--- src/rtl/tl_phase_sched.sv ---
// Demand-driven three-approach phase scheduler. Round-robin arbitration over
// latched requests, green/yellow/all-red sequencing, and emergency preempt.
module tl_phase_sched #(
  parameter int TICK_DIV  = 100000000,
  parameter int GREEN_MIN = 7,
  parameter int YELLOW_T  = 2,
  parameter int ALLRED_T  = 1
) (
  input  logic       clk,
  input  logic       rst,
  input  logic [2:0] req,
  input  logic       pre_req,
  input  logic [1:0] pre_dir,
  output logic [2:0] green,
  output logic [2:0] yellow,
  output logic [2:0] red,
  output logic [1:0] phase,
  output logic       preempt_active
);

  localparam int PW = (TICK_DIV > 1) ? $clog2(TICK_DIV) : 1;
  localparam logic [PW-1:0] PMAX = PW'(TICK_DIV - 1);
  localparam logic [7:0]    GMIN = 8'(GREEN_MIN);
  localparam logic [7:0]    YMAX = 8'(YELLOW_T - 1);
  localparam logic [7:0]    AMAX = 8'(ALLRED_T - 1);

  typedef enum logic [1:0] {S_GREEN, S_YELLOW, S_ALLRED, S_PREEMPT} state_t;

  state_t        state, state_nx;
  logic [1:0]    phase_nx;
  logic [2:0]    pending, pending_nx;
  logic [PW-1:0] presc;
  logic [7:0]    timer, timer_inc;
  logic          tick, entry;
  logic [1:0]    pdir, ph1, ph2;
  logic [2:0]    ph_oh;

  function automatic logic [1:0] inc3(input logic [1:0] p);
    return (p == 2'd2) ? 2'd0 : p + 2'd1;
  endfunction

  assign pdir      = (pre_dir == 2'd3) ? 2'd0 : pre_dir;
  assign ph1       = inc3(phase);
  assign ph2       = inc3(ph1);
  assign ph_oh     = 3'b001 << phase;
  assign tick      = (presc == PMAX);
  assign timer_inc = (tick && timer != 8'hFF) ? timer + 8'd1 : timer;

  always_comb begin
    state_nx = state;
    phase_nx = phase;
    case (state)
      S_GREEN: begin
        // Minimum green is judged on the post-tick timer so the green
        // interval spans exactly GREEN_MIN ticks when demand is waiting.
        if (pre_req) state_nx = (pdir == phase) ? S_PREEMPT : S_YELLOW;
        else if (timer_inc >= GMIN && |(pending & ~ph_oh)) state_nx = S_YELLOW;
      end
      S_YELLOW: if (tick && timer == YMAX) state_nx = S_ALLRED;
      S_ALLRED: begin
        if (tick && timer == AMAX) begin
          if (pre_req) begin
            state_nx = S_PREEMPT;
            phase_nx = pdir;
          end else begin
            state_nx = S_GREEN;
            if      (pending[ph1]) phase_nx = ph1;
            else if (pending[ph2]) phase_nx = ph2;
            else                   phase_nx = 2'd0;
          end
        end
      end
      S_PREEMPT: begin
        if (!pre_req)            state_nx = S_GREEN;
        else if (pdir != phase)  state_nx = S_YELLOW;
      end
      default: state_nx = S_GREEN;
    endcase
  end

  assign entry = (state_nx != state) || (phase_nx != phase);

  always_comb begin
    pending_nx = pending | (req & ~green);
    if (entry && (state_nx == S_GREEN || state_nx == S_PREEMPT))
      pending_nx = pending_nx & ~(3'b001 << phase_nx);
  end

  always_ff @(posedge clk or posedge rst) begin
    if (rst) begin
      state   <= S_GREEN;
      phase   <= 2'd0;
      pending <= 3'b000;
      presc   <= '0;
      timer   <= 8'd0;
    end else begin
      state   <= state_nx;
      phase   <= phase_nx;
      pending <= pending_nx;
      if (entry) begin
        presc <= '0;
        timer <= 8'd0;
      end else begin
        presc <= tick ? '0 : presc + 1'b1;
        timer <= timer_inc;
      end
    end
  end

  assign green          = (state == S_GREEN || state == S_PREEMPT) ? ph_oh : 3'b000;
  assign yellow         = (state == S_YELLOW) ? ph_oh : 3'b000;
  assign red            = ~(green | yellow);
  assign preempt_active = (state == S_PREEMPT);

endmodule

--- config.mk ---
export PLATFORM = sky130hd
export DESIGN_NAME = tl_phase_sched
export DESIGN_NICKNAME = d
export VERILOG_FILES = /design/src/rtl/tl_phase_sched.sv
export SDC_FILE = /design/constraint.sdc
export NUM_CORES = 1
export LEC_CHECK = 0
export CAP_MARGIN = 20
export CORE_MARGIN = 1.5
export CORE_UTILIZATION = 59
export CTS_CLUSTER_DIAMETER = 30
export CTS_CLUSTER_SIZE = 24
export DETAILED_ROUTE_END_ITERATION = 10
export GPL_ROUTABILITY_DRIVEN = 0
export MAX_ROUTING_LAYER = met4
export PLACE_DENSITY = 0.8
export SLEW_MARGIN = 20
export SYNTH_ARGS = -nofsm -noshare
export SYNTH_HDL_FRONTEND = slang
export SYNTH_SLANG_ARGS = --single-unit
--- constraint.sdc ---
create_clock -name clk -period 3.1 [get_ports clk]
set_clock_uncertainty 0.2 [all_clocks]
set_input_delay 0.31 -clock clk [delete_from_list [all_inputs] [get_ports clk]]
set_output_delay 0.31 -clock clk [all_outputs]
set_load 0.1 [all_outputs]
==> results.sh, run 1 <==
export IMPL_power_leakage_nw=1.42
export IMPL_cell_internal_pwr_mw=1.16
export IMPL_clkSinkCount=42
export IMPL_drv_cap=0
export IMPL_htreeDepth=2
export IMPL_dominantRegCellSynth="dfrtp_1"
export IMPL_crit_arrival_ps=2990
export IMPL_synthesis_nets=328
export IMPL_rows=25
export IMPL_cts_tree="built"
export IMPL_grt_pass1_vias=2357
export IMPL_hold_path_class="input port to asynchronous set/reset pin"
export IMPL_crit_required_ps=3080
export IMPL_outcome="finished, final reports clean"
export IMPL_fmax_mhz=333
export IMPL_num_io_pins=20
export IMPL_power_density_nw_per_um2=670
export IMPL_final_util_pct=72.4
export IMPL_r2r_start="presc[9]"
export IMPL_wirelength_um=6810
export IMPL_final_setup_tns_ps=0
export IMPL_cp_max_fo=24
export IMPL_pwr_share_comb_pct=57.4
export IMPL_start_util_pct=61.8
export IMPL_nets=363
export IMPL_num_antenna_cells=0
export IMPL_crit_end="presc[3]"
export IMPL_ctsHoldBuffers=0
export IMPL_synthArstFlopShare_pct=100
export IMPL_period_needed_ps=3000
export IMPL_die_h_um=73.6
export IMPL_design_core_area_sq_um=4750
export IMPL_drive_gt1_share_pct=25.9
export IMPL_synth_ff_latch_count=42
export IMPL_ys_seq_area_share_pct=35.7
export IMPL_numPortBuffers=19
export IMPL_grt_pass1_wl_um=10900
export IMPL_clkTransAtPathRegs_ps=90
export IMPL_synth_most_common_cell="dfrtp_1"
export IMPL_ys_types=56
export IMPL_dp_hpwl_um=4720
export IMPL_synthTopCellsByCount="42 x dfrtp_1, 40 x nor2_1, 25 x nand2_1"
export IMPL_fp_dieW_um=73.6
export IMPL_grt_usage_pct=27.0
export IMPL_overflow=0
export IMPL_reg2reg_slack_ps=100
export IMPL_power_share_sequential_pct=26.8
export IMPL_wl_per_cell_um=16.4
export IMPL_p_sw_mw=1.15
export IMPL_design_die_area_sq_um=5420
export IMPL_rr_endpoint="presc[3]"
export IMPL_drc=0
export IMPL_ff_latch_area_sq_um=1050
export IMPL_synth_top_cell_area_share_pct=35.7
export IMPL_antenna_left=0
export IMPL_first_pass_iters=5
export IMPL_p_sw_share_pct=49.8
export IMPL_path_class="register to register"
export IMPL_drtIter0Drc=234
export IMPL_synth_edf_count=0
export IMPL_synth_cells=312
export IMPL_slew_violations=0
export IMPL_max_slew_margin_pct=65.4
export IMPL_vias=2487
export IMPL_cts_made_buffers=5
export IMPL_yosysTopAreaCell="dfrtp_1"
export IMPL_fin_crit_sh_pct=96.9
export IMPL_netlist_area_sq_um=2940
export IMPL_avgSynthCellArea_sq_um=9.42
export IMPL_clockPowerShare_pct=15.8
export IMPL_ys_warn_count=0
export IMPL_clockBufferDepth=2
export IMPL_antenna_found_initial=0
export IMPL_endpoint_kind="register"
export IMPL_fillerInstances=381
export IMPL_clock_latency_ps=310
export IMPL_startpoint="presc[9]"
export IMPL_irDropWorstVdd_mv=0.725
export IMPL_grt_max_degree=43
export IMPL_area_growth_pct=17.1
export IMPL_r2r_cells=10
export IMPL_crit_path_start_kind="register"
export IMPL_cts_root_buffer="clkbuf_8"
export IMPL_synth_area_leaders="dfrtp_1 36%, xor2_1 5.7%, nor2_1 5.1%"
export IMPL_worst_slew_pin_slew_ps=519
export IMPL_multi_input_area_sq_um=1870
export IMPL_hold_violations=0
export IMPL_setup_viol=0
export IMPL_via_per_inst=5.99
-- how the worst min path moves through the flow --
stage           endpoint  cells after the start  startpoint  slack [ps]
3_3_place_gp    presc[0]                      1    presc[0]         290
4_1_cts        presc[23]                      3         rst         240
6_report       presc[23]                      3         rst         230
3_5_place_dp    presc[0]                      1    presc[0]         290
2_1_floorplan   presc[0]                      1    presc[0]         270
5_1_grt        presc[21]                      3         rst         290
-- per-layer routing --
metal	share of wire [%]	routed length, um	GRT usage [%]	up-vias
met5	0	0	-	-
met4	2.9	196	10.1	0
met3	6.1	417	4.53	21
met2	50	3390	44.8	92
met1	41	2810	33.0	1183
li1	-	-	-	1191
-- area by class of cell --
class                           count  share of cell area, %
Clock buffer                        5                   2.00
Clock inverter                      3                  0.618
Inverter                           14                   1.53
Multi-Input combinational cell    249                   54.2
Sequential cell                    42                   30.6
Tap cell                           67                   2.44
Timing Repair Buffer               35                   8.62
-- state kept, by name, summed over array words and instances, names as in the netlist --
register	cells
state	2
phase	2
pending	3
presc	27
timer	8
-- cell families (layout without fill, tap and decap cells) --
| kind of cell | after synthesis | after routing | synth area share, % |
|---|---|---|---|
| buffers and inverters | 22 | 57 | 3.70 |
| and+or+nand+nor | 163 | 164 | 33.7 |
| xor gates and xnor gates | 32 | 32 | 9.53 |
| AOI/OAI and AO/OA | 37 | 37 | 10.9 |
| adders and majority gates | 8 | 8 | 3.40 |
| muxes | 8 | 8 | 2.98 |
| DFF | 42 | 42 | 35.7 |
-- what timing repair did --
action,in CTS,in global routing
setup buffers,0,5
gates resized for setup,0,9
endpoints found under the setup margin,0,32
-- cell usage in the layout, fill, tap and decap left out, drive strengths merged, types with 5 or more instances in the layout --
| cell type | n |
|---|---|
| nand3 | 18 |
| a21oi | 6 |
| mux2i | 5 |
| o21ai | 6 |
| nor4 | 6 |
| clkbuf | 6 |
| nor2 | 40 |
| and4 | 6 |
| inv | 14 |
| nand4 | 10 |
| dfrtp | 42 |
| or3 | 5 |
| clkdlybuf4s50 | 7 |
| buf | 27 |
| nor3 | 27 |
| xor2 | 19 |
| nand2 | 25 |
| and3 | 7 |
| xnor2 | 13 |
| ha | 8 |
-- power groups by stage --
stage	sequential, mW	clock [mW]	combinational, mW
after floorplan	0.625	0	1.06
after global placement	0.625	0	1.27
after detailed placement	0.626	0	1.30
after CTS	0.615	0.371	1.30
after global routing	0.623	0.396	1.41
final	0.618	0.364	1.32
-- worst max-delay path, stage by stage (launching register included) --
cell       delay (ps)
dfrtp_1           460
nor4b_4           330
buf_4             180
nand4_4           150
or4_1             500
a21bo_1           220
a41oi_2           250
o211ai_2          140
o2111ai_4         160
buf_12            210
nor3_1             70
-- stage by stage --
stage | total power, mW | setup slack, ps | hold WS, ps | std cells | instance area [sq um]
6_report | 2.31 | 97.0 | 225 | 415 | 3440
5_1_grt | 2.43 | -73.5 | 293 | 415 | 3440
4_1_cts | 2.29 | 83.3 | 244 | 409 | 3340
3_5_place_dp | 1.93 | 57.9 | 290 | 401 | 3250
3_3_place_gp | 1.90 | 119 | 288 | 401 | 3250
2_1_floorplan | 1.69 | -41.0 | 267 | 312 | 2970
(Power assumes the default switching activity.)
==> inputs of run 2 (changes only) <==
--- a/config.mk
+++ b/config.mk
@@ -12,7 +12,6 @@
 export CTS_CLUSTER_SIZE = 24
 export DETAILED_ROUTE_END_ITERATION = 10
 export GPL_ROUTABILITY_DRIVEN = 0
-export MAX_ROUTING_LAYER = met4
 export PLACE_DENSITY = 0.8
 export SLEW_MARGIN = 20
 export SYNTH_ARGS = -nofsm -noshare
==> run 2 against run 1 <==
Die area unchanged. Wire length increased by 0.84%. Highest routed layer unchanged. Sequential power hardly changed. Sequential share of layout area did not move. Hold slack hardly changed. Total power is essentially flat. Fmax is essentially flat. Critical path type unchanged. Via count shrank 0.76%. First-iteration DRC count increased by 6.8%. Count of clock-buffer cells in the layout is the same.
==> results.sh, run 2 (synthesized netlist as in run 1, its figures left out) <==
export IMPL_cts_root_buffer="clkbuf_8"
export IMPL_fillerInstances=383
export IMPL_first_pass_iters=4
export IMPL_critical_path_max_stage_delay_ps=500
export IMPL_pwr_share_comb_pct=57.5
export IMPL_crit_required_ps=3080
export IMPL_crit_family="simple AND/OR/NAND/NOR gates"
export IMPL_grt_pass1_wl_um=10800
export IMPL_via_per_inst=5.95
export IMPL_reg2reg_slack_ps=100
export IMPL_clockBufferDepth=2
export IMPL_period_needed_ps=3000
export IMPL_final_common_cell="dfrtp_1"
export IMPL_final_setup_tns_ps=0
export IMPL_layout_common_cells="41 x dfrtp_1, 30 x nor2_1, 25 x nand2_1, 25 x buf_4, 19 x xor2_1"
export IMPL_cts_tree="built"
export IMPL_critPathSlowestCell="or4_1"
export IMPL_nets=363
export IMPL_power_leakage_nw=1.42
export IMPL_p_sw_share_pct=49.8
export IMPL_grt_pass1_vias=2363
export IMPL_die_h_um=73.6
export IMPL_clkTransAtPathRegs_ps=90
export IMPL_worst_path_buf_inv=2
export IMPL_endpoint_kind="register"
export IMPL_fp_dieW_um=73.6
export IMPL_setup_viol=0
export IMPL_crit_arrival_ps=2980
export IMPL_antenna_left=0
export IMPL_cell_internal_pwr_mw=1.16
export IMPL_dp_hpwl_um=4720
export IMPL_drc=0
export IMPL_hold_violations=0
export IMPL_ff_latch_area_sq_um=1050
export IMPL_top_register="presc"
export IMPL_num_antenna_cells=0
export IMPL_path_class="register to register"
export IMPL_design_die_area_sq_um=5420
export IMPL_power_density_nw_per_um2=670
export IMPL_outcome="finished, final reports clean"
export IMPL_crit_path_start_kind="register"
export IMPL_antenna_found_initial=0
export IMPL_r2r_start="presc[25]"
export IMPL_rows=25
export IMPL_fmax_mhz=333
export IMPL_clockPowerShare_pct=15.7
export IMPL_cts_made_buffers=5
export IMPL_wirelength_um=6870
export IMPL_num_io_pins=20
export IMPL_r2r_cells=10
export IMPL_slew_violations=0
export IMPL_dp_slack_ps=57.9
export IMPL_clock_latency_ps=310
export IMPL_clkSinkCount=42
export IMPL_fin_crit_sh_pct=96.8
export IMPL_grt_max_degree=43
export IMPL_final_util_pct=72.4
export IMPL_fin_ws_ps=99.3
export IMPL_start_util_pct=61.8
export IMPL_cp_max_fo=24
export IMPL_irDropWorstVdd_mv=0.722
export IMPL_max_slew_margin_pct=65.6
export IMPL_wl_per_cell_um=16.6
export IMPL_grt_usage_pct=26.2
export IMPL_design_core_area_sq_um=4750
export IMPL_top_regs="presc x27, timer x8, pending x3"
export IMPL_drtIter0Drc=250
export IMPL_area_growth_pct=17.1
export IMPL_numPortBuffers=19
export IMPL_p_sw_mw=1.15
export IMPL_vias=2468
export IMPL_worst_slew_pin_slew_ps=515
export IMPL_cp_cell_sequence="nor4b_4 > buf_4 > nand4_4 > or4_1 > a21bo_1 > a41oi_2 > o211ai_2 > o2111ai_4 > buf_12 > nor3_1"
export IMPL_multi_input_area_sq_um=1870
export IMPL_overflow=0
export IMPL_drive_gt1_share_pct=25.9
export IMPL_drv_cap=0
export IMPL_largest_register_ffs=27
export IMPL_hold_path_class="input port to asynchronous set/reset pin"
export IMPL_power_share_sequential_pct=26.8
export IMPL_rr_endpoint="presc[3]"
export IMPL_htreeDepth=2
-- run 2: cell counts in the layout (fill, tap and decap cells not counted) --
No cell type changed its count.
-- run 2: how the worst max path moves through the flow --
stage                     from   endpoint  cells past startpoint
floorplan             phase[0]     red[1]                      3
global placement    pre_dir[1]   timer[0]                     10
detailed placement  pre_dir[0]  presc[24]                     10
CTS                   presc[8]  presc[26]                      9
global route          presc[9]   timer[1]                     10
finish               presc[25]   presc[3]                     10
-- run 2: layout make-up --
| class | instances | area share (%) |
|---|---|---|
| well taps | 67 | 2.44 |
| inverters | 14 | 1.53 |
| clock buffers | 5 | 2.00 |
| flip-flops and latches | 42 | 30.6 |
| clock inverters | 3 | 0.618 |
| multi-input cells | 249 | 54.2 |
| repair buffers | 35 | 8.62 |
-- run 2: timing repair --
item / in CTS / in global routing
resized for setup: 0 / 9
setup endpoints to repair: 0 / 31
hold endpoints to repair: 0 / 0
setup buffers: 0 / 5
hold buffers: 0 / 0
-- run 2: through the flow --
step	hold slack (ps)	cells	area [sq um]	total power [mW]
after floorplan	267	312	2970	1.69
after global placement	288	401	3250	1.90
after detailed placement	290	401	3250	1.93
after CTS	244	409	3340	2.29
after global routing	295	415	3440	2.42
final	225	415	3440	2.31
-- run 2: metal layers --
metal | wire length (um) | global-route usage [%] | vias up
li1 | - | - | 1189
met4 | 133 | 10.1 | 0
met1 | 2940 | 32.8 | 1207
met3 | 284 | 4.53 | 15
met2 | 3510 | 45.0 | 57
met5 | 0 | 0 | -
-- run 2: worst min-delay path, stage by stage --
cell             delay (ps)
clkdlybuf4s50_1         390
inv_1                    50
buf_4                   430
-- run 2: power by group through the flow --
| stage | clock (mW) | combinational [mW] | sequential (mW) |
|---|---|---|---|
| 4_1_cts | 0.371 | 1.30 | 0.615 |
| 6_report | 0.362 | 1.33 | 0.618 |
| 5_1_grt | 0.395 | 1.41 | 0.623 |
| 3_3_place_gp | 0 | 1.27 | 0.625 |
| 3_5_place_dp | 0 | 1.30 | 0.626 |
| 2_1_floorplan | 0 | 1.06 | 0.625 |
==> variant 1: new RTL, settings of run 1 <==
Put a register stage on the outputs `red` and `preempt_active`, without a reset. The values now appear one clock later. The other outputs are not delayed to match.
--- a/src/rtl/tl_phase_sched.sv
+++ b/src/rtl/tl_phase_sched.sv
@@ -110,6 +110,8 @@
   assign green          = (state == S_GREEN || state == S_PREEMPT) ? ph_oh : 3'b000;
   assign yellow         = (state == S_YELLOW) ? ph_oh : 3'b000;
-  assign red            = ~(green | yellow);
-  assign preempt_active = (state == S_PREEMPT);
+  always_ff @(posedge clk) begin
+    red            <= ~(green | yellow);
+    preempt_active <= (state == S_PREEMPT);
+  end
 
 endmodule
Formal check against the unedited RTL: not equivalent (Yosys sat finds a counterexample within 4 cycles, from zero or initial values and one cycle with rst high).
==> variant 1 against run 1 <==
  * Routed wire length is 5.9% lower
  * Largest cell class unchanged
  * Highest routed layer unchanged
  * Fmax hardly changed
  * Final area is 2.1% higher
  * Critical path type unchanged
  * Critical path depth is 1 lower
  * Synthesized area is 2.7% higher
  * First-iteration DRC count is 44% lower
  * Sequential cell count is 4 higher
  * Total power is 1.4% lower
  * Worst setup slack worse by 0.0025 ns
==> variant 1: results (changes against run 1) <==
- Share of post-route cells with drive strength above 1: 23.10% (-2.8 points)
- Multi-input gates: 248 (-0.40%)
- Warnings, synthesis: 0 (unchanged)
- Signal buf overhead: 9.288% (+0.67 points)
- Netlist cell types: 57 (+1.8%)
- Total GRT Usage: 25.58% (-1.5 points)
- Sw Share: 46.33% (-3.5 points)
- Async set or reset register ratio after synthesis: 91.30% (-8.7 points)
- Ant. Diodes: 0 (unchanged)
- WP data arrival: 2.97 ns (-0.02 ns)
- Crit path max fanout: 21 (-13%)
- Post-synthesis sequential area ratio: 37.45% (+1.7 points)
- Layout fillers: 383 (+0.52%)
- Initial DRT Pass Iterations: 4 (-1)
- Main area contributors after synthesis: dfrtp_1 35%, xor2_1 5.5%, nor2_1 5.0%
- Iteration-0 DRC count of the detailed router: 132 (-44%)
- Multi-input logic area: 1831 um2 (-1.9%)
- Peak supply drop: 0.0007069 V (-2.5%)
- Clk_lat worst skew: about 0.3 ns
- First-pass GRT wire length: 10.47 mm (-3.6%)
- # port buffers: 19 (unchanged)
- Worst r2r src: presc[17]
- Inverters: 14 (unchanged)
- P_leak: 1.479 nW (+4.0%)
- Rel. slew slack: 38.12% (-27 points)
- Vias: 2453 (-1.4%)
- Post-Syn Area: 3020 um2 (+2.7%)
- Synth Net Count: 332 (+1.2%)
- Clock transition at path regs: about 0.08 ns
- Clock buf count: 7 (+2)
- Vias in the first global route: 2339 (-0.76%)
- Clk tree area frac: 2.598% (-0.019 points)
- Routed length per placed instance: 15.19 um (-7.5%)
- Register Area: 1131 um2 (+7.5%)
- Detail Placement HPWL: 4.804 mm (+1.7%)
- Worst Setup EP: presc[26]
- Hold crit path type: input pin to asynchronous set/reset pin
- Non-clk bufs: 39 (+11%)
- Status: finished, final reports clean
- Place WS: 0.05396 ns (-0.003962 ns)
- R2r worst-path depth: 9 (-1)
- Largest net degree at the start of global routing: 27 (-37%)
- Final net count: 370 (+1.9%)
- Top Registers: presc x27, timer x8
- Flop-to-flop setup slack: around 0.094 ns
- Highest clock rate: 332.7 MHz (about the same)
- Post-synthesis register bit count: 46 (+9.5%)
- Post-place instance area: 3363 um2 (+3.4%)
variant 1: power groups by stage:
stage                     Sequential [W]  Combinational, W  Clock, W
after global placement          0.000694           0.00117         0
final                           0.000683           0.00122  0.000374
after detailed placement        0.000696           0.00119         0
after floorplan                 0.000784          0.000890         0
after global routing            0.000692           0.00130  0.000401
after CTS                       0.000684           0.00119  0.000384
variant 1: critical path, cell delays in order (launching register included):
cell and delay [ns]:
dfrtp_1 0.45, nor4b_4 0.32, nand4_4 0.27, or4_1 0.57
a21bo_1 0.24, a41oi_4 0.23, o211ai_2 0.12, o2111ai_4 0.17
buf_12 0.22, nor3_1 0.07
variant 1: kinds of logic after synthesis:
| family | share of synthesized area [%] |
|---|---|
| and+or+nand+nor | 32.85 |
| DFF | 37.45 |
| AOI/OAI and AO/OA | 10.60 |
| xor gates and xnor gates | 9.279 |
| buffers and inverters | 3.604 |
| muxes | 2.900 |
| adders and majority gates | 3.314 |
variant 1: metal layers:
metal / wire length (um) / GRT usage [%] / vias to the layer above
met5: 0 / - / -
met2: 3144 / 41.77 / 39
met3: 193 / 4.336 / 10
li1: - / - / 1212
met1: 2972 / 32.47 / 1192
met4: 102 / 8.081 / 0
variant 1: through the flow:
stage	hold slack [ns]	util, %	power (W)	instances
floorplan	0.2668	-	0.001674	316
global placement	0.2963	69.82	0.001865	412
detailed placement	0.3090	69.82	0.001882	412
CTS	0.2291	71.71	0.002253	420
global route	0.2615	72.99	0.002397	422
finish	0.2176	72.99	0.002275	422
variant 1: what timing repair did:
action,in CTS,in global routing
hold endpoints to repair,0,0
buffers inserted,0,2
gates resized for setup,0,7
setup endpoints to repair,0,35
hold buffers,0,0
==> variant 2: new RTL, settings of run 1 <==
Without the edit above. Set the parameter `TICK_DIV` to 25000000 (it was 100000000).
--- a/src/rtl/tl_phase_sched.sv
+++ b/src/rtl/tl_phase_sched.sv
@@ -2,5 +2,5 @@
 // latched requests, green/yellow/all-red sequencing, and emergency preempt.
 module tl_phase_sched #(
-  parameter int TICK_DIV  = 100000000,
+  parameter int TICK_DIV  = 25000000,
   parameter int GREEN_MIN = 7,
   parameter int YELLOW_T  = 2,
Check against the original RTL: same outputs for any inputs over 10 cycles, from zero or initial values and one cycle with rst high; that may be too few to reach the edited logic, so the function may still have changed.
==> variant 2 against run 1 <==
  * Worst setup slack worse by 0.060 ns
  * Combinational power up 7%
  * Final area down 1.6%
  * Synthesized area down 7.8%
  * Non-clock buffer count up 18
  * Sequential share of layout area down 0.95 points
  * Total power up 7.5%
  * Final cell count down 1.2%
  * First-iteration DRC count up 0.43%
  * Clock power up 26%
  * Routed wire length down 6.3%
  * Sequential cell count down 2
  * Count of clock-buffer cells in the layout up 1
==> variant 2: results (changes against run 1) <==
- Netlist cell types: 54 (-3.6%)
- CP max stage cell: dfrtp_1
- Adder-cell share of the synthesized area: 3.692% (+0.29 points)
- Main area contributors after synthesis: dfrtp_1 37%, nor2_1 6.0%, nor3_2 5.5%
- RR Endpoint: presc[19]
- Crit path max fanout: 8 (-67%)
- Status: finished, final reports clean
- Detail Placement HPWL: 4.589 mm (-2.9%)
- Initial DRT Pass Iterations: 4 (-1)
- Sw Share: 46.86% (-2.9 points)
- CP peak stage delay: 0.40 ns (-0.10 ns)
- Total GRT Usage: 27.28% (+0.25 points)
- Top cells by count, synth: 43 x nor2_1, 40 x dfrtp_1, 30 x nand2_1, 17 x xnor2_1, 16 x nand3_1
- Drt total wl: 6.386 mm (-6.3%)
- Share of post-route cells with drive strength above 1: 26.82% (+0.95 points)
- Flop-to-flop setup slack: 0.04 ns (-0.06 ns)
- Layout fillers: 295 (-23%)
- P_leak: 1.432 nW (+0.71%)
- Post-Synth XOR/XNOR Area: 9.368% (-0.16 points)
- First-pass GRT wire length: 10.65 mm (-1.8%)
- Avg Cell Area, Syn: 8.832 um2 (-6.3%)
- Routed length per placed instance: 15.58 um (-5.1%)
- Via density: 5.971 (-0.37%)
- WP data arrival: 3.09 ns (+0.10 ns)
- Peak supply drop: 0.0006379 V (-12%)
- Vias in the first global route: 2334 (-0.98%)
- Iteration-0 DRC count of the detailed router: 235 (+0.43%)
- Post-synthesis sequential area ratio: 36.92% (+1.2 points)
- Synth Area in Compound Gates: 10.34% (-0.56 points)
- Largest net degree at the start of global routing: 41 (-4.7%)
- Mux cell area share after synthesis: 3.000% (+0.021 points)
==> variant 2: cell types whose count changed after synthesis, sizes merged, moves of 3 or more <==
cell	delta
xnor2	+4
nor4	-3
o211ai	-4
nand2	+5
or3	-4
and4	-4
o21ai	+3
nand2b	+3
nor2	+3
xor2	-7
nand4	-4
==> variant 2: per-stage QoR <==
step	util [%]	hold slack, ns
floorplan	-	0.2557
finish	77.28	0.2288
detailed placement	71.97	0.3305
CTS	75.51	0.2589
global route	77.28	0.3113
global placement	71.97	0.3269
==> variant 2: final cells by class <==
cell class | instances | area, um2 | area share [%]
clock buffers | 6 | 82.58 | 2.437
clock inverters | 2 | 38.79 | 1.145
inverters | 15 | 56.30 | 1.662
multi-input cells | 242 | 1723 | 50.85
flip-flops and latches | 40 | 1003 | 29.62
well taps | 52 | 65.06 | 1.920
repair buffers | 53 | 419.2 | 12.37
==> variant 2: worst max-delay path by stage <==
stage	start	endpoint	slack [ns]	cells past startpoint
after detailed placement	pre_dir[0]	timer[4]	-0.05	11
after floorplan	phase[1]	presc[12]	0.09	11
after global placement	pre_dir[0]	pending[2]	0.005	10
final	presc[7]	presc[19]	0.04	10
after CTS	presc[7]	timer[4]	0.01	10
after global routing	presc[7]	presc[19]	-0.05	10
==> variant 2: cells by family (layout without fill, tap and decap cells) <==
family | after synthesis | count (layout)
XOR/XNOR | 29 | 29
buffers and inverters | 25 | 76
adder cells (fa/ha/maj) | 8 | 8
flip-flops | 40 | 40
AND/OR/NAND/NOR | 158 | 158
multiplexers | 8 | 8
AO/OA/AOI/OAI | 39 | 39
==> variant 2: worst max-delay path: cells and delay by family, from the launching register on <==
kind	cells	cell delay, ns
AOI/OAI and AO/OA	4	0.83
DFF	1	0.40
buffers and inverters	1	0.20
muxes	1	0.25
and+or+nand+nor	4	1.11
==> variant 2: power by group through the flow <==
| stage | clock [W] | combinational [W] | sequential, W |
|---|---|---|---|
| after floorplan | 0 | 0.000987 | 0.000622 |
| after global placement | 0 | 0.00128 | 0.000619 |
| after detailed placement | 0 | 0.00130 | 0.000622 |
| after CTS | 0.000460 | 0.00130 | 0.000612 |
| after global routing | 0.000484 | 0.00150 | 0.000620 |
| final | 0.000459 | 0.00141 | 0.000613 |
==> variant 2: per-layer routing <==
| layer | global-route usage, % | vias to the layer above | share of wire, % |
|---|---|---|---|
| met5 | - | - | 0 |
| met4 | 10.27 | 0 | 3.3 |
| met3 | 5.271 | 23 | 5.2 |
| met2 | 41.74 | 82 | 46 |
| met1 | 36.25 | 1167 | 46 |
| li1 | - | 1176 | - |
==> variant 2: repair_timing <==
item                                    CTS  global route
endpoints found under the setup margin   10            34
gates resized for setup                   2            13
setup buffers                             3             3
pin swaps                                 3             2
